===== src/rtl/rv32i_pkg.sv =====
// Shared definitions for the RV32I boot controller: FSM state encoding and
// the default halt instruction.
`timescale 1ns/1ps
package rv32i_pkg;

    typedef enum logic [2:0] {
        ST_IDLE = 3'd0,
        ST_LOAD = 3'd1,
        ST_HOLD = 3'd2,
        ST_RUN  = 3'd3,
        ST_DONE = 3'd4
    } boot_state_t;

    // ebreak
    localparam logic [31:0] EBREAK_INSTR = 32'h0010_0073;

endpackage


===== src/rtl/boot_ctrl_if.sv =====
// Loader stream plus instruction-memory write port of the boot controller.
// The slave side is the controller; the master side feeds words and sees writes.
`timescale 1ns/1ps
interface boot_ctrl_if #(
    parameter int ADDR_W = 8,
    parameter int DATA_W = 32
) ();

    logic              ld_valid;
    logic [DATA_W-1:0] ld_data;
    logic              ld_last;
    logic              ld_ready;
    logic              imem_we;
    logic [ADDR_W-1:0] imem_addr;
    logic [DATA_W-1:0] imem_wdata;

    modport master (
        output ld_valid, ld_data, ld_last,
        input  ld_ready, imem_we, imem_addr, imem_wdata
    );

    modport slave (
        input  ld_valid, ld_data, ld_last,
        output ld_ready, imem_we, imem_addr, imem_wdata
    );

endinterface


===== src/rtl/sat_counter.sv =====
// Up-counter with synchronous clear and enable that sticks at all-ones.
`timescale 1ns/1ps
module sat_counter #(
    parameter int WIDTH = 32
) (
    input  logic             clk,
    input  logic             rst,
    input  logic             clr,
    input  logic             en,
    output logic [WIDTH-1:0] count
);

    logic [WIDTH-1:0] count_reg;

    always_ff @(posedge clk or posedge rst) begin
        if (rst) begin
            count_reg <= '0;
        end else if (clr) begin
            count_reg <= '0;
        end else if (en && (count_reg != '1)) begin
            count_reg <= count_reg + WIDTH'(1);
        end
    end

    assign count = count_reg;

endmodule


===== src/rtl/boot_ctrl.sv =====
// Boot controller: streams a program into instruction memory, holds the core
// in reset for a few cycles, then runs it until halt, cycle limit or abort.
`timescale 1ns/1ps
module boot_ctrl
    import rv32i_pkg::*;
#(
    parameter int                ADDR_W     = 8,
    parameter int                DATA_W     = 32,
    parameter int                RST_HOLD   = 2,
    parameter logic [31:0]       MAX_CYCLES = 32'd0,
    parameter logic [DATA_W-1:0] HALT_INSTR = DATA_W'(EBREAK_INSTR)
) (
    input  logic              clk,
    input  logic              rst,
    input  logic              start,
    input  logic              abort,
    boot_ctrl_if.slave        ld_bus,
    output logic              core_rst,
    output logic              core_en,
    input  logic              instr_valid,
    input  logic [DATA_W-1:0] instr_i,
    output logic [31:0]       cycle_cnt,
    output logic              done,
    output logic              timeout,
    output logic              load_ovf,
    output logic              busy
);

    localparam int                HOLD_W   = $clog2(RST_HOLD + 1);
    localparam logic [ADDR_W-1:0] ADDR_MAX = '1;

    boot_state_t       state_reg, state_next;
    logic [ADDR_W-1:0] addr_reg, addr_next;
    logic              done_reg, done_next;
    logic              timeout_reg, timeout_next;
    logic              ovf_reg, ovf_next;
    logic              start_load;
    logic [HOLD_W-1:0] hold_cnt;

    logic accept, addr_at_max, halt_hit, limit_hit, hold_last;

    assign accept      = (state_reg == ST_LOAD) && ld_bus.ld_valid;
    assign addr_at_max = (addr_reg == ADDR_MAX);
    assign halt_hit    = instr_valid && (instr_i == HALT_INSTR);
    // Compare against the pre-increment count so the limit lands on the count's own edge.
    assign limit_hit   = (MAX_CYCLES != 32'd0) && (cycle_cnt == MAX_CYCLES - 32'd1);
    assign hold_last   = (hold_cnt == HOLD_W'(RST_HOLD - 1));

    always_ff @(posedge clk or posedge rst) begin
        if (rst) begin
            state_reg   <= ST_IDLE;
            addr_reg    <= '0;
            done_reg    <= 1'b0;
            timeout_reg <= 1'b0;
            ovf_reg     <= 1'b0;
        end else begin
            state_reg   <= state_next;
            addr_reg    <= addr_next;
            done_reg    <= done_next;
            timeout_reg <= timeout_next;
            ovf_reg     <= ovf_next;
        end
    end

    always_comb begin
        state_next   = state_reg;
        addr_next    = addr_reg;
        done_next    = done_reg;
        timeout_next = timeout_reg;
        ovf_next     = ovf_reg;
        start_load   = 1'b0;

        case (state_reg)
            ST_IDLE, ST_DONE: begin
                if (start) begin
                    state_next   = ST_LOAD;
                    start_load   = 1'b1;
                    addr_next    = '0;
                    done_next    = 1'b0;
                    timeout_next = 1'b0;
                    ovf_next     = 1'b0;
                end
            end
            ST_LOAD: begin
                if (accept) begin
                    if (!addr_at_max) begin
                        addr_next = addr_reg + ADDR_W'(1);
                    end
                    if (ld_bus.ld_last) begin
                        state_next = ST_HOLD;
                    end else if (addr_at_max) begin
                        state_next = ST_HOLD;
                        ovf_next   = 1'b1;
                    end
                end
            end
            ST_HOLD: begin
                if (hold_last) begin
                    state_next = ST_RUN;
                end
            end
            ST_RUN: begin
                if (halt_hit) begin
                    state_next   = ST_DONE;
                    done_next    = 1'b1;
                    timeout_next = 1'b0;
                end else if (limit_hit) begin
                    state_next   = ST_DONE;
                    done_next    = 1'b1;
                    timeout_next = 1'b1;
                end
            end
            default: state_next = ST_IDLE;
        endcase

        // Abort overrides everything and leaves the status flags as they were.
        if (abort) begin
            state_next   = ST_IDLE;
            addr_next    = addr_reg;
            done_next    = done_reg;
            timeout_next = timeout_reg;
            ovf_next     = ovf_reg;
            start_load   = 1'b0;
        end
    end

    sat_counter #(.WIDTH(HOLD_W)) u_hold_cnt (
        .clk   (clk),
        .rst   (rst),
        .clr   (state_reg != ST_HOLD),
        .en    (state_reg == ST_HOLD),
        .count (hold_cnt)
    );

    sat_counter #(.WIDTH(32)) u_cycle_cnt (
        .clk   (clk),
        .rst   (rst),
        .clr   (start_load),
        .en    ((state_reg == ST_RUN) && !abort),
        .count (cycle_cnt)
    );

    assign ld_bus.ld_ready   = (state_reg == ST_LOAD);
    assign ld_bus.imem_we    = accept;
    assign ld_bus.imem_addr  = addr_reg;
    assign ld_bus.imem_wdata = ld_bus.ld_data;

    assign core_rst = (state_reg == ST_IDLE) || (state_reg == ST_LOAD) || (state_reg == ST_HOLD);
    assign core_en  = (state_reg == ST_RUN);
    assign busy     = (state_reg == ST_LOAD) || (state_reg == ST_HOLD) || (state_reg == ST_RUN);
    assign done     = done_reg;
    assign timeout  = timeout_reg;
    assign load_ovf = ovf_reg;

endmodule


===== src/flat_wrapper.sv =====
// flat-port wrapper written by rule: the top's interface ports become plain ports
module boot_ctrl_flat import rv32i_pkg::*;
#(
    parameter int                ADDR_W     = 8,
    parameter int                DATA_W     = 32,
    parameter int                RST_HOLD   = 2,
    parameter logic [31:0]       MAX_CYCLES = 32'd0,
    parameter logic [DATA_W-1:0] HALT_INSTR = DATA_W'(EBREAK_INSTR)
)
  (clk, rst, start, abort, core_rst, core_en, instr_valid, instr_i, cycle_cnt, done, timeout, load_ovf, busy, ld_bus_ld_valid, ld_bus_ld_data, ld_bus_ld_last, ld_bus_ld_ready, ld_bus_imem_we, ld_bus_imem_addr, ld_bus_imem_wdata);
  boot_ctrl_if #(.ADDR_W(ADDR_W), .DATA_W(DATA_W)) ld_bus_i ();
  input  logic clk;
  input  logic rst;
  input  logic start;
  input  logic abort;
  output logic core_rst;
  output logic core_en;
  input  logic instr_valid;
  input  logic [DATA_W-1:0] instr_i;
  output logic [31:0] cycle_cnt;
  output logic done;
  output logic timeout;
  output logic load_ovf;
  output logic busy;
  input wire logic [$bits(ld_bus_i.ld_valid)-1:0] ld_bus_ld_valid;
  input wire logic [$bits(ld_bus_i.ld_data)-1:0] ld_bus_ld_data;
  input wire logic [$bits(ld_bus_i.ld_last)-1:0] ld_bus_ld_last;
  output wire logic [$bits(ld_bus_i.ld_ready)-1:0] ld_bus_ld_ready;
  output wire logic [$bits(ld_bus_i.imem_we)-1:0] ld_bus_imem_we;
  output wire logic [$bits(ld_bus_i.imem_addr)-1:0] ld_bus_imem_addr;
  output wire logic [$bits(ld_bus_i.imem_wdata)-1:0] ld_bus_imem_wdata;
  assign ld_bus_i.ld_valid = ld_bus_ld_valid;
  assign ld_bus_i.ld_data = ld_bus_ld_data;
  assign ld_bus_i.ld_last = ld_bus_ld_last;
  assign ld_bus_ld_ready = ld_bus_i.ld_ready;
  assign ld_bus_imem_we = ld_bus_i.imem_we;
  assign ld_bus_imem_addr = ld_bus_i.imem_addr;
  assign ld_bus_imem_wdata = ld_bus_i.imem_wdata;
  boot_ctrl #(.ADDR_W(ADDR_W), .DATA_W(DATA_W), .RST_HOLD(RST_HOLD), .MAX_CYCLES(MAX_CYCLES), .HALT_INSTR(HALT_INSTR)) u_core (.clk(clk), .rst(rst), .start(start), .abort(abort), .ld_bus(ld_bus_i), .core_rst(core_rst), .core_en(core_en), .instr_valid(instr_valid), .instr_i(instr_i), .cycle_cnt(cycle_cnt), .done(done), .timeout(timeout), .load_ovf(load_ovf), .busy(busy));
endmodule

===== config.mk =====
export PLATFORM = sky130hd
export DESIGN_NAME = boot_ctrl_flat
export DESIGN_NICKNAME = d
export VERILOG_FILES = /design/src/rtl/rv32i_pkg.sv /design/src/rtl/boot_ctrl_if.sv /design/src/rtl/sat_counter.sv /design/src/rtl/boot_ctrl.sv /design/src/flat_wrapper.sv
export SDC_FILE = /design/constraint.sdc
export NUM_CORES = 1
export LEC_CHECK = 0
export ABC_CLOCK_PERIOD_IN_PS = 3800
export BUFFER_PORTS_ARGS = -buffer_cell sky130_fd_sc_hd__buf_2
export CORE_MARGIN = 1
export CORE_UTILIZATION = 35
export CTS_CLUSTER_SIZE = 8
export DETAILED_ROUTE_END_ITERATION = 8
export PLACE_DENSITY = 0.75
export SETUP_SLACK_MARGIN = 0.15
export SLEW_MARGIN = 20
export SYNTH_ARGS = -nofsm -noshare
export SYNTH_HDL_FRONTEND = slang
export SYNTH_SLANG_ARGS = --single-unit
export TNS_END_PERCENT = 5

===== constraint.sdc =====
create_clock -name clk -period 3.8 [get_ports clk]
set_input_delay 0.76 -clock clk [delete_from_list [all_inputs] [get_ports clk]]
set_output_delay 0.76 -clock clk [all_outputs]
set_load 0.005 [all_outputs]

==> Implementation_results.wiki, run 1 <==
{| class="wikitable"
! Metric !! Value
|-
| Average detailed-routed wire length per instance || 14.7 um
|-
| Share of flip-flops with an asynchronous set or reset || 100%
|-
| Die area || about 9000 um^2
|-
| Top cells by area in the synthesized netlist || sky130_fd_sc_hd__dfrtp_1 39%, sky130_fd_sc_hd__buf_4 8.4%, sky130_fd_sc_hd__nor2_1 4.1%, sky130_fd_sc_hd__nand3_1 3.1%, sky130_fd_sc_hd__nand2_1 3.1%
|-
| Share of power burned in combinational logic || approximately an eighth
|-
| Number of sinks handled by clock tree synthesis || 47
|-
| Pin count of the biggest net entering global routing || 29
|-
| Max-cap violations || 0
|-
| Detailed router's first-iteration violation count || ~130
|-
| DRC || 0
|-
| Total area of multi-input combinational cells || roughly 1500 um^2
|-
| Net switching power of the design || around 0.00027 W
|-
| Max FFs per register || 32
|-
| Worst slew margin relative to its limit || 45.7%
|-
| Final cell count without fillers || between 400 and 500
|-
| Post-Route Hold Slack || just under 500 ps
|-
| Static power due to leakage || ~1.6 nW
|-
| Most used DFF post-synth || sky130_fd_sc_hd__dfrtp_1
|-
| Internal portion of total power || a little under 0.0008 W
|-
| Number of slew-limit violations in the final report || 0
|-
| Cell Area, Synth || about 3000 um^2
|-
| Cell breakdown of the critical path || inv_1 > nor3_1 > and2_1 > buf_2
|-
| Share of layout cells above drive strength 1 || 26.7%
|-
| Flip-flop and latch area || approximately 1200 um^2
|-
| Peak ir drop on the vdd network || 0.166 mV
|-
| First-pass GRT wire length || around 12 mm
|-
| Overall overflow remaining after global route || 0
|-
| Type of element capturing the critical path || output port
|-
| Count of filler cells inserted in the layout || between 800 and 900
|-
| Crit path DAT || roughly 1700 ps
|-
| Run status || finished, final reports clean
|-
| Initial Util || a little over a third
|-
| Distinct cells, synth || between 50 and 60
|-
| Worst Hold Class || register to register
|-
| Count of H-tree levels built during CTS || 2
|-
| FMAX || about 400 MHz
|-
| Top cells by instance count after synthesis || 47 x sky130_fd_sc_hd__dfrtp_1, 34 x sky130_fd_sc_hd__buf_4, 33 x sky130_fd_sc_hd__nor2_1
|-
| Worst Skew || ~10 ps
|-
| Worst path bufs/invs || 2
|-
| IO Count || around 150
|-
| Std cell rows || 33
|-
| Slowest cell delay on critical path || about 580 ps
|-
| CTS Root Cell || sky130_fd_sc_hd__clkbuf_8
|-
| Switch share || about 25%
|-
| Number of global-route vias before repair || approximately 2600
|-
| Startpoint Class || register
|-
| Vias per cell || roughly 5.5
|-
| Fin crit share || around two thirds
|-
| Antenna Diode Count || 0
|-
| Clock buffer count from CTS || 5
|-
| Final sum of negative setup slack || 0 ps
|-
| Fin worst setup slack || 1320 ps
|-
| TritonCTS clock tree || built
|-
| Remaining antenna violation count || 0
|-
| Final wirelength || between 7 and 8 mm
|-
| Placeable Area || about 8300 um^2
|-
| Mapped Avg Cell Area || 8.87 um^2
|-
| Routed vias || 2704
|-
| Required time of the critical path || 3040 ps
|-
| Placer Congestion || about 0.76
|-
| Yosys top cell area share || between 30% and 40%
|-
| Synth-to-Final Area Change || 12.8%
|-
| Post-synthesis sequential area ratio || between 30% and 40%
|-
| RSZ-0062 raised after global routing || false
|-
| Clock Latency Late Sink || approximately 300 ps
|-
| Die boundary height || 95.0 um
|-
| Worst Setup Path Type || register to output port
|-
| Count of buffers inserted at the top-level ports || between 80 and 90
|-
| Initial antenna violation count || 0
|-
| Kind of cell adding the most delay to the critical path || simple AND/OR/NAND/NOR gates
|-
| Most repeated cell in the gate-level netlist after synthesis || sky130_fd_sc_hd__dfrtp_1
|-
| Detailed-routing iteration count for the pre-antenna-repair pass || 4
|-
| DP Wirelength || 5.32 mm
|-
| Highest fanout seen on the critical path || 12
|-
| Synth area leader || sky130_fd_sc_hd__dfrtp_1
|-
| Power Total || ~0.0010 W
|-
| Count of endpoints failing hold in the final timing report || 0
|-
| EDFF count, synth || 0
|-
| Total power per unit cell area || about 310 nW/um^2
|-
| Total number of yosys warnings || 0
|-
| Worst-case setup slack after placement || roughly 1100 ps
|-
| Crit path time final || 2480 ps
|-
| CTS Hold Buffers Added || 0
|-
| Clock-pin slew on the worst setup and hold paths || approximately 90 ps
|-
| Slowest-stage cell, CP || sky130_fd_sc_hd__dfrtp_1
|-
| Post-Place Cells || 486
|-
| Post-layout nets || between 400 and 500
|-
| Number of storage elements in the synthesis netlist || 47
|-
| Number of failing setup endpoints in the final timing report || 0
|-
| Mapped Cells || ~340
|-
| Number of gates resized after cts || 0
|-
| Clock group share of total power || between 30% and 40%
|-
| Post-CTS setup buffer count || 0
|-
| Total GRT Usage || 16.7%
|-
| Clock Tree Buf Depth || 2
|-
| Die Wd || about 95 um
|-
| Flop pwr share || between 50% and 60%
|-
| Measured slew at the worst slew-check pin || about 800 ps
|-
| Synthesized netlist net count || 416
|}
[area by class of cell]
type	instances	area share, %
inverter	6	0.660
clock buffer	6	2.42
tap	105	3.85
timing repair buffer	87	12.9
clock inverter	2	1.03
sequential	47	34.5
multi-input combinational	241	44.7
[power groups by stage]
stage          sequential [W]  clock (W)  combinational [W]
3_3_place_gp         0.000546          0           0.000120
3_5_place_dp         0.000546          0           0.000124
6_report             0.000538   0.000388           0.000123
2_1_floorplan        0.000538          0           0.000103
5_1_grt              0.000541   0.000419           0.000139
4_1_cts              0.000537   0.000401           0.000125
[logic make-up after synthesis]
family / count (synthesis) / synth area share, %
compound gates: 60 / 13.1
xor+xnor: 13 / 3.77
fa+ha+maj: 4 / 1.66
buf+inv: 53 / 11.0
flops: 47 / 38.9
mux: 4 / 1.32
other cells: 1 / 0.124
simple gates: 159 / 30.2
[path summary, 6_finish.rpt]
path,start,endpoint,slack (ps),depth (start not counted)
min reg2reg,u_core.done,u_core.done,490,2
max,u_core.state_reg[0],ld_bus_imem_we,1320,4
max reg2reg,u_core.u_cycle_cnt.count[15],u_core.u_cycle_cnt.count[27],1390,5
min,u_core.done,u_core.done,490,2
min in group asynchronous,rst,u_core.load_ovf,520,2
max in group asynchronous,rst,u_core.u_cycle_cnt.count[23],2570,3
[metal layers]
metal	share of wire, %	wire length, um	GRT usage, %
met3	4.3	312	3.14
met4	1.6	115	5.81
met5	0	0	0
met1	44	3190	20.0
met2	50	3650	29.7
[metrics by stage]
stage	utilization, %	area (um^2)
3_5_place_dp	39.7	3290
2_1_floorplan	-	3020
6_report	41.1	3410
5_1_grt	41.1	3410
4_1_cts	41.1	3410
3_3_place_gp	39.7	3290
[cells in the final DEF, fill, tap and decap left out, types with 6 or more instances in the layout]
master / Yosys / layout
sky130_fd_sc_hd__a21oi_1: 16 / 16
sky130_fd_sc_hd__and2_1: 6 / 6
sky130_fd_sc_hd__and3_1: 6 / 6
sky130_fd_sc_hd__and4_1: 6 / 6
sky130_fd_sc_hd__buf_2: 4 / 85
sky130_fd_sc_hd__clkbuf_8: 0 / 6
sky130_fd_sc_hd__dfrtp_1: 47 / 47
sky130_fd_sc_hd__nand2_1: 25 / 25
sky130_fd_sc_hd__nand3_1: 19 / 19
sky130_fd_sc_hd__nand4_1: 14 / 14
sky130_fd_sc_hd__nor2_1: 33 / 33
sky130_fd_sc_hd__nor3_1: 8 / 8
sky130_fd_sc_hd__nor4_1: 6 / 6
sky130_fd_sc_hd__o21ai_0: 13 / 13
sky130_fd_sc_hd__o31ai_1: 7 / 7
sky130_fd_sc_hd__or4_1: 10 / 10
sky130_fd_sc_hd__xnor2_1: 6 / 6
sky130_fd_sc_hd__xor2_1: 7 / 7
[tightest hold or removal path: stages, from the launching register on]
cell	delay [ps]
sky130_fd_sc_hd__dfrtp_1	350
sky130_fd_sc_hd__nand2_1	40
sky130_fd_sc_hd__o21ai_0	60
(Power assumes the default switching activity.)
==> inputs of run 2 (changes only) <==
- ABC_AREA: not set -> 1
- ABC_CLOCK_PERIOD_IN_PS: 3800 -> 2120
- clock period: 3.8 -> 2.12 ns (I/O delays scaled with it)
==> run 2 against run 1 <==
Against the previous run: global-route usage grew 1.3 points; sequential cell count unchanged; routed wire length up 26%; clock-buffer cell count did not move; sequential power is 90% higher; hold slack worse by 330 ps; sequential share of layout area decreased by 5.9 points; synthesized cell count up 67%; synthesized area up 19%; non-clock buffer count grew 14; critical path type is now register to register.
==> Implementation_results.wiki, run 2 <==
{| class="wikitable"
! Metric !! Value
|-
| Crit. Startpoint || u_core.u_cycle_cnt.count[0] (was u_core.state_reg[0])
|-
| Final wirelength || 9.14 mm (was 7.27 mm)
|-
| Vias per cell || 4.70 (was 5.47)
|-
| Flop pwr share || 42.6% (was 51.3%)
|-
| R2r startpoint || u_core.u_cycle_cnt.count[0] (was u_core.u_cycle_cnt.count[15])
|-
| Yosys top cell area share || 32.6% (was 38.9%)
|-
| Number of slew-limit violations in the final report || 0 (unchanged)
|-
| Count of endpoints failing hold in the final timing report || 0 (unchanged)
|-
| Die Wd || 104 um (was 95.0 um)
|-
| Most repeated cell in the gate-level netlist after synthesis || sky130_fd_sc_hd__nand2_1 (was sky130_fd_sc_hd__dfrtp_1)
|-
| Final sum of negative setup slack || 0 ps (unchanged)
|-
| First-pass GRT wire length || 16.0 mm (was 11.9 mm)
|-
| Static power due to leakage || 2.15 nW (was 1.60 nW)
|-
| Synth-to-Final Area Change || 14.0% (was 12.8%)
|-
| Max FFs per register || 32 (unchanged)
|-
| Post-synthesis sequential area ratio || 32.6% (was 38.9%)
|-
| Number of failing setup endpoints in the final timing report || 0 (unchanged)
|-
| Synth area leader || sky130_fd_sc_hd__dfrtp_1 (unchanged)
|-
| DRC || 0 (unchanged)
|-
| Max-cap violations || 0 (unchanged)
|-
| Most frequent cells in the layout || 197 x sky130_fd_sc_hd__nand2_1, 104 x sky130_fd_sc_hd__nor2_1, 85 x sky130_fd_sc_hd__buf_2, 53 x sky130_fd_sc_hd__inv_1, 47 x sky130_fd_sc_hd__dfrtp_1 (was 85 x sky130_fd_sc_hd__buf_2, 47 x sky130_fd_sc_hd__dfrtp_1, 33 x sky130_fd_sc_hd__nor2_1, 25 x sky130_fd_sc_hd__nand2_1, 19 x sky130_fd_sc_hd__nand3_1)
|-
| Clock Latency Late Sink || 300 ps (about the same)
|-
| TritonCTS clock tree || built (unchanged)
|-
| Detailed-routing iteration count for the pre-antenna-repair pass || 5 (was 4)
|-
| Synthesized netlist net count || 643 (was 416)
|-
| RSZ-0062 raised after global routing || true (was false)
|-
| Net switching power of the design || 0.000915 W (was 0.000267 W)
|-
| Clock Tree Buf Depth || 2 (unchanged)
|-
| Share of layout cells above drive strength 1 || 20.2% (was 26.7%)
|-
| IO Count || 151 (unchanged)
|-
| Worst Hold Class || input port to async pin (was register to register)
|-
| Post-layout nets || 708 (was 463)
|-
| Flip-flop and latch area || 1180 um^2 (unchanged)
|-
| Overall overflow remaining after global route || 0 (unchanged)
|-
| FMAX || 544 MHz
|-
| Global routing met2 resource utilization || 29.0% (was 29.7%)
|-
| Required time of the critical path || 2370 ps (was 3040 ps)
|-
| Final cell count without fillers || 767 (was 494)
|-
| Number of global-route vias before repair || 3437 (was 2585)
|-
| Top cells by instance count after synthesis || 197 x sky130_fd_sc_hd__nand2_1, 105 x sky130_fd_sc_hd__nor2_1, 54 x sky130_fd_sc_hd__inv_1 (was 47 x sky130_fd_sc_hd__dfrtp_1, 34 x sky130_fd_sc_hd__buf_4, 33 x sky130_fd_sc_hd__nor2_1)
|-
| CTS Root Cell || sky130_fd_sc_hd__clkbuf_8 (unchanged)
|-
| Highest fanout seen on the critical path || 30 (was 12)
|-
| Count of H-tree levels built during CTS || 2 (unchanged)
|-
| Distinct cells, synth || 29 (was 56)
|-
| Measured slew at the worst slew-check pin || 602 ps (was 813 ps)
|-
| Clock group share of total power || 24.6% (was 37.0%)
|-
| Register-to-register setup slack || 280 ps (was 1390 ps)
|-
| Count of buffers inserted at the top-level ports || 85 (unchanged)
|-
| Type of element capturing the critical path || register (was output port)
|-
| Count of filler cells inserted in the layout || 1043 (was 825)
|-
| Clock-pin slew on the worst setup and hold paths || 90 ps (about the same)
|-
| Crit path DAT || 2080 ps (was 1720 ps)
|-
| Share of flip-flops with an asynchronous set or reset || 100% (unchanged)
|-
| Std cell rows || 36 (was 33)
|-
| Endpoint of the worst-slack reg-to-reg timing path || u_core.u_cycle_cnt.count[21] (was u_core.u_cycle_cnt.count[27])
|-
| Worst Setup Path Type || register to register (was register to output port)
|-
| Internal portion of total power || 0.00147 W (was 0.000782 W)
|-
| Remaining antenna violation count || 0 (unchanged)
|-
| Most common library cell in the layout ignoring fill and taps || sky130_fd_sc_hd__nand2_1 (was sky130_fd_sc_hd__buf_2)
|-
| Worst Skew || 12.4 ps (was 10.0 ps)
|-
| Crit path time final || 1840 ps
|-
| Peak ir drop on the vdd network || 0.271 mV (was 0.166 mV)
|-
| Mapped Cells || 568 (was 341)
|-
| Global-route met3 utilization || 2.64% (was 3.14%)
|-
| Routed vias || 3608 (was 2704)
|-
| EDFF count, synth || 0 (unchanged)
|-
| Global routing usage on met1 || 24.8% (was 20.0%)
|-
| Fin crit share || between 80% and 90%
|-
| Placeable Area || 9860 um^2 (was 8300 um^2)
|-
| Total GRT Usage || 18.0% (was 16.7%)
|-
| Switch share || 38.4% (was 25.5%)
|-
| Die area || 10700 um^2 (was 9020 um^2)
|-
| Initial antenna violation count || 0 (unchanged)
|-
| Number of storage elements in the synthesis netlist || 47 (unchanged)
|-
| Most used DFF post-synth || sky130_fd_sc_hd__dfrtp_1 (unchanged)
|-
| Antenna Diode Count || 0 (unchanged)
|-
| Die boundary height || 104 um (was 95.0 um)
|-
| Clock buffer count from CTS || 5 (unchanged)
|-
| Initial Util || 36.6% (was 36.4%)
|-
| DP Wirelength || 7.22 mm (was 5.32 mm)
|-
| Most used routing layer || met2 (unchanged)
|-
| Post-Place Cells || 758 (was 486)
|-
| Mapped Avg Cell Area || 6.35 um^2 (was 8.87 um^2)
|-
| Placer Congestion || 0.932 (was 0.758)
|-
| Detailed router's first-iteration violation count || 240 (was 126)
|-
| Total power per unit cell area || 579 nW/um^2 (was 307 nW/um^2)
|-
| Total area of multi-input combinational cells || 1900 um^2 (was 1520 um^2)
|-
| Cell Area, Synth || 3610 um^2 (was 3020 um^2)
|-
| Startpoint Class || register (unchanged)
|-
| Cell depth of the worst flop-to-flop path || 11 (was 5)
|-
| Number of sinks handled by clock tree synthesis || 47 (unchanged)
|-
| Top cells by area in the synthesized netlist || sky130_fd_sc_hd__dfrtp_1 33%, sky130_fd_sc_hd__nand2_1 20%, sky130_fd_sc_hd__nor2_1 11%, sky130_fd_sc_hd__buf_4 7.1%, sky130_fd_sc_hd__inv_1 5.6% (was sky130_fd_sc_hd__dfrtp_1 39%, sky130_fd_sc_hd__buf_4 8.4%, sky130_fd_sc_hd__nor2_1 4.1%, sky130_fd_sc_hd__nand3_1 3.1%, sky130_fd_sc_hd__nand2_1 3.1%)
|-
| Worst slew margin relative to its limit || 59.8% (was 45.7%)
|-
| Pin count of the biggest net entering global routing || 31 (was 29)
|-
| Run status || finished, final reports clean (unchanged)
|-
| Average detailed-routed wire length per instance || 11.9 um (was 14.7 um)
|-
| Post-Route Hold Slack || 152 ps (was 487 ps)
|-
| Total number of yosys warnings || 0 (unchanged)
|-
| Share of power burned in combinational logic || 32.8% (was 11.8%)
|}
run 2: changes by cell type after synthesis, moves of 7 or more:
| cell | change |
|---|---|
| sky130_fd_sc_hd__nand4_1 | +10 |
| sky130_fd_sc_hd__nor2_1 | +72 |
| sky130_fd_sc_hd__inv_1 | +48 |
| sky130_fd_sc_hd__or4_1 | -10 |
| sky130_fd_sc_hd__nand2_1 | +172 |
| sky130_fd_sc_hd__a21oi_1 | -11 |
| sky130_fd_sc_hd__o21ai_0 | -10 |
| sky130_fd_sc_hd__clkbuf_1 | -7 |
| sky130_fd_sc_hd__nand3_1 | +11 |
run 2: layout make-up:
type                            instances  share of cell area (%)
Clock inverter                          2                   0.395
Multi-Input combinational cell        419                    46.2
Clock buffer                            6                    2.01
Sequential cell                        47                    28.6
Inverter                               59                    5.50
Tap cell                              133                    4.05
Timing Repair Buffer                  101                    13.3
run 2: layer usage:
metal | share of wire [%] | vias up
li1 | - | 1863
met1 | 47 | 1627
met2 | 46 | 105
met3 | 5.2 | 13
met4 | 1.6 | 0
met5 | 0 | -
run 2: how the worst max path moves through the flow:
stage | end | cells after the start
final | u_core.u_cycle_cnt.count[21] | 11
after global routing | u_core.u_cycle_cnt.count[2] | 11
after CTS | u_core.ld_bus.imem_addr[0] | 9
after detailed placement | u_core.u_cycle_cnt.count[27] | 8
after global placement | u_core.u_cycle_cnt.count[2] | 8
after floorplan | u_core.u_cycle_cnt.count[10] | 11
run 2: logic make-up after synthesis:
logic type | synth area share [%]
and+or+nand+nor | 43.9
buffers and inverters | 15.0
DFF | 32.6
xor gates and xnor gates | 4.37
AOI/OAI and AO/OA | 2.64
adders and majority gates | 1.39
other | 0.104
run 2: power groups by stage:
stage	Combinational, W	Clock [W]	Sequential (W)
5_1_grt	0.000888	0.000641	0.00103
3_5_place_dp	0.000768	0	0.00103
3_3_place_gp	0.000768	0	0.00103
4_1_cts	0.000778	0.000610	0.00101
2_1_floorplan	0.000618	0	0.00102
6_report	0.000782	0.000585	0.00102
run 2: repair_timing:
action,CTS,global route
setup endpoints to repair,23,32
pin swaps,0,1
buffers inserted,0,1
hold buffers,0,0
resized for setup,2,1
run 2: per-stage QoR:
stage | area (um^2) | setup WS [ps] | utilization (%) | power [W]
2_1_floorplan | 3610 | 438 | - | 0.00164
3_3_place_gp | 3990 | 76.7 | 40.5 | 0.00180
5_1_grt | 4110 | 94.3 | 41.7 | 0.00256
3_5_place_dp | 3990 | 40.1 | 40.5 | 0.00180
6_report | 4110 | 282 | 41.7 | 0.00238
4_1_cts | 4100 | 147 | 41.6 | 0.00240
run 2: worst max-delay path, cell delays in order, from the launching register on:
cell,delay [ps]
sky130_fd_sc_hd__dfrtp_1,430
sky130_fd_sc_hd__ha_1,210
sky130_fd_sc_hd__nand2_2,80
sky130_fd_sc_hd__nor2_4,170
sky130_fd_sc_hd__nand2_2,110
sky130_fd_sc_hd__nor2_4,180
sky130_fd_sc_hd__nand2_1,80
sky130_fd_sc_hd__nand2_1,80
sky130_fd_sc_hd__nand2_2,70
sky130_fd_sc_hd__clkinv_4,180
sky130_fd_sc_hd__nand2_1,90
sky130_fd_sc_hd__nand2_1,70
==> inputs of run 3 (changes only) <==
- PLACE_DENSITY: 0.75 -> not set
==> run 3 against run 2 <==
Against the previous run: clock skew is 4.5 ps lower; clock power is 11% higher; clock-buffer cell count stayed put; sequential share of layout area is 0.091 points lower; design area is 0.43% higher; sequential cell count stayed put; utilization is 0.18 points higher; combinational power is 2.8% higher; register-to-register slack hardly changed; global-route usage is 0.31 points higher; total power is 3.7% higher; hold slack better by 6.8 ps; largest power group unchanged.
==> Implementation_results.wiki, run 3 (synthesized netlist as in run 2, its figures left out) <==
{| class="wikitable"
! Metric !! Value
|-
| Remaining antenna violation count || 0 (unchanged)
|-
| Initial Util || 36.6% (unchanged)
|-
| Area of all placed cells without fillers || 4130 um^2 (was 4110 um^2)
|-
| Startpoint Class || register (unchanged)
|-
| Fin crit share || 86.7% (about the same)
|-
| Cell breakdown of the critical path || ha_1 > nand2_2 > nor2_4 > nand2_2 > nor2_4 > nand2_1 > nand2_1 > nand2_2 > inv_6 > nand2_1 > nand2_1 (was ha_1 > nand2_2 > nor2_4 > nand2_2 > nor2_4 > nand2_1 > nand2_1 > nand2_2 > clkinv_4 > nand2_1 > nand2_1)
|-
| Die area || 10700 um^2 (unchanged)
|-
| Antenna Diode Count || 0 (unchanged)
|-
| Type of element capturing the critical path || register (unchanged)
|-
| Run status || finished, final reports clean (unchanged)
|-
| Instance area at placement || 4000 um^2 (was 3990 um^2)
|-
| Placer Congestion || 0.856 (was 0.932)
|-
| Count of endpoints failing hold in the final timing report || 0 (unchanged)
|-
| Number of sinks handled by clock tree synthesis || 47 (unchanged)
|-
| Worst Hold Class || input port to async pin (unchanged)
|-
| Share of layout cells above drive strength 1 || 20.1% (was 20.2%)
|-
| Most frequent cells in the layout || 197 x sky130_fd_sc_hd__nand2_1, 104 x sky130_fd_sc_hd__nor2_1, 85 x sky130_fd_sc_hd__buf_2, 53 x sky130_fd_sc_hd__inv_1, 46 x sky130_fd_sc_hd__dfrtp_1 (was 197 x sky130_fd_sc_hd__nand2_1, 104 x sky130_fd_sc_hd__nor2_1, 85 x sky130_fd_sc_hd__buf_2, 53 x sky130_fd_sc_hd__inv_1, 47 x sky130_fd_sc_hd__dfrtp_1)
|-
| Clock buffer count from CTS || 5 (unchanged)
|-
| Number of global-route vias before repair || 3475 (was 3437)
|-
| Worst-case setup slack after placement || 17.5 ps (was 40.1 ps)
|-
| Total power per unit cell area || 598 nW/um^2 (was 579 nW/um^2)
|-
| Post-layout nets || 708 (unchanged)
|-
| DP Wirelength || 7.45 mm (was 7.22 mm)
|-
| Worst Setup Path Type || register to register (unchanged)
|-
| First-pass GRT wire length || 16.2 mm (was 16.0 mm)
|-
| RSZ-0062 raised after global routing || true (unchanged)
|-
| Routed vias || 3624 (was 3608)
|-
| Number of slew-limit violations in the final report || 0 (unchanged)
|-
| Kind of cell adding the most delay to the critical path || simple AND/OR/NAND/NOR gates (unchanged)
|-
| Overall overflow remaining after global route || 0 (unchanged)
|-
| Vias per cell || 4.73 (was 4.70)
|-
| Slowest-stage cell, CP || sky130_fd_sc_hd__dfrtp_1 (unchanged)
|-
| CTS Root Cell || sky130_fd_sc_hd__clkbuf_8 (unchanged)
|-
| Count of filler cells inserted in the layout || 1065 (was 1043)
|-
| Std cell rows || 36 (unchanged)
|-
| Highest fanout seen on the critical path || 30 (unchanged)
|-
| TritonCTS clock tree || built (unchanged)
|-
| Slowest cell delay on critical path || 400 ps (was 430 ps)
|-
| DRC || 0 (unchanged)
|-
| Pin count of the biggest net entering global routing || 48 (was 31)
|-
| Worst Skew || 7.82 ps (was 12.4 ps)
|-
| Max FFs per register || 32 (unchanged)
|-
| Detailed-routing iteration count for the pre-antenna-repair pass || 4 (was 5)
|-
| Number of failing setup endpoints in the final timing report || 0 (unchanged)
|-
| Most common library cell in the layout ignoring fill and taps || sky130_fd_sc_hd__nand2_1 (unchanged)
|-
| Detailed router's first-iteration violation count || 232 (was 240)
|-
| Measured slew at the worst slew-check pin || 649 ps (was 602 ps)
|-
| CTS Hold Buffers Added || 0 (unchanged)
|-
| Average detailed-routed wire length per instance || 12.7 um (was 11.9 um)
|-
| Die Wd || 104 um (unchanged)
|-
| Fin worst setup slack || 281 ps (was 282 ps)
|-
| Max-cap violations || 0 (unchanged)
|-
| FMAX || 544 MHz (about the same)
|-
| Final sum of negative setup slack || 0 ps (unchanged)
|-
| Total GRT Usage || 18.3% (was 18.0%)
|-
| Peak ir drop on the vdd network || 0.218 mV (was 0.271 mV)
|-
| Synth-to-Final Area Change || 14.5% (was 14.0%)
|-
| Final wirelength || 9.70 mm (was 9.14 mm)
|-
| Worst path bufs/invs || 1 (unchanged)
|-
| Die boundary height || 104 um (unchanged)
|-
| Cell repeated most along the worst path || sky130_fd_sc_hd__nand2_1 (unchanged)
|-
| Clock-pin slew on the worst setup and hold paths || 90 ps (about the same)
|-
| Count of H-tree levels built during CTS || 2 (unchanged)
|-
| Worst slew margin relative to its limit || 56.7% (was 59.8%)
|-
| Crit path time final || 1840 ps (about the same)
|-
| Placeable Area || 9860 um^2 (unchanged)
|-
| Final cell count without fillers || 766 (was 767)
|-
| IO Count || 151 (unchanged)
|-
| Static power due to leakage || 2.16 nW (was 2.15 nW)
|-
| Post-Place Cells || 757 (was 758)
|-
| Initial antenna violation count || 0 (unchanged)
|-
| Clock Tree Buf Depth || 2 (unchanged)
|-
| Clock Latency Late Sink || 300 ps (about the same)
|-
| Crit path DAT || 2080 ps (about the same)
|-
| Count of buffers inserted at the top-level ports || 85 (unchanged)
|-
| Required time of the critical path || 2360 ps (was 2370 ps)
|}
[run 3: cell types whose count changed in the layout (fill, tap and decap cells not counted)]
| cell | delta |
|---|---|
| sky130_fd_sc_hd__inv_6 | +1 |
| sky130_fd_sc_hd__buf_4 | -1 |
| sky130_fd_sc_hd__dfrtp_1 | -1 |
| sky130_fd_sc_hd__clkinvlp_4 | -1 |
| sky130_fd_sc_hd__buf_12 | +1 |
| sky130_fd_sc_hd__dfrtp_2 | +1 |
| sky130_fd_sc_hd__bufinv_16 | +1 |
| sky130_fd_sc_hd__clkbuf_1 | +1 |
| sky130_fd_sc_hd__clkinv_4 | -2 |
| sky130_fd_sc_hd__clkbuf_8 | -1 |
[run 3: layer usage]
metal | GRT usage, % | share of wire, %
met1 | 24.3 | 48
met2 | 30.9 | 46
met3 | 2.58 | 5.3
met4 | 5.49 | 1.4
met5 | 0 | 0
[run 3: per-stage QoR]
step / utilization [%] / power, W / hold slack [ps]
final: 41.9 / 0.00247 / 159
after global routing: 41.9 / 0.00265 / 177
after CTS: 41.7 / 0.00247 / 161
after detailed placement: 40.5 / 0.00180 / 475
after global placement: 40.5 / 0.00179 / 478
after floorplan: - / 0.00164 / 475
[run 3: cell type report]
type	instances	area (um^2)	share of cell area, %
clock inverters	1	30.0	0.727
clock buffers	6	72.6	1.76
well taps	133	166	4.03
repair buffers	101	558	13.5
multi-input cells	419	1900	46.0
flip-flops and latches	47	1180	28.5
inverters	59	226	5.48
[run 3: report_power, final]
part / switching, W / internal (W)
clock: 0.000306 / 0.000346
combinational: 0.000544 / 0.000260
sequential: 0.0000670 / 0.000949
[run 3: worst min-delay path, delay by kind of cell]
kind / cells / cell delay (ps)
buf+inv: 3 / 420
[run 3: worst paths after layout]
path,startpoint,end,slack (ps),cells after the start
worst max-delay path,u_core.u_cycle_cnt.count[1],u_core.u_cycle_cnt.count[22],280,11
worst min-delay path,rst,u_core.ld_bus.imem_addr[5],160,3
worst max register to register,u_core.u_cycle_cnt.count[1],u_core.u_cycle_cnt.count[22],280,11
worst min register to register,u_core.done,u_core.done,490,2
max in group asynchronous,rst,u_core.u_cycle_cnt.count[16],1730,3
min in group clk,instr_valid,u_core.state_reg[1],470,4
[run 3: repair_timing]
item	CTS	global route
gates resized for setup	1	4
pin swaps	0	1
endpoints found under the setup margin	23	37
setup buffers	0	2
gates cloned	0	0
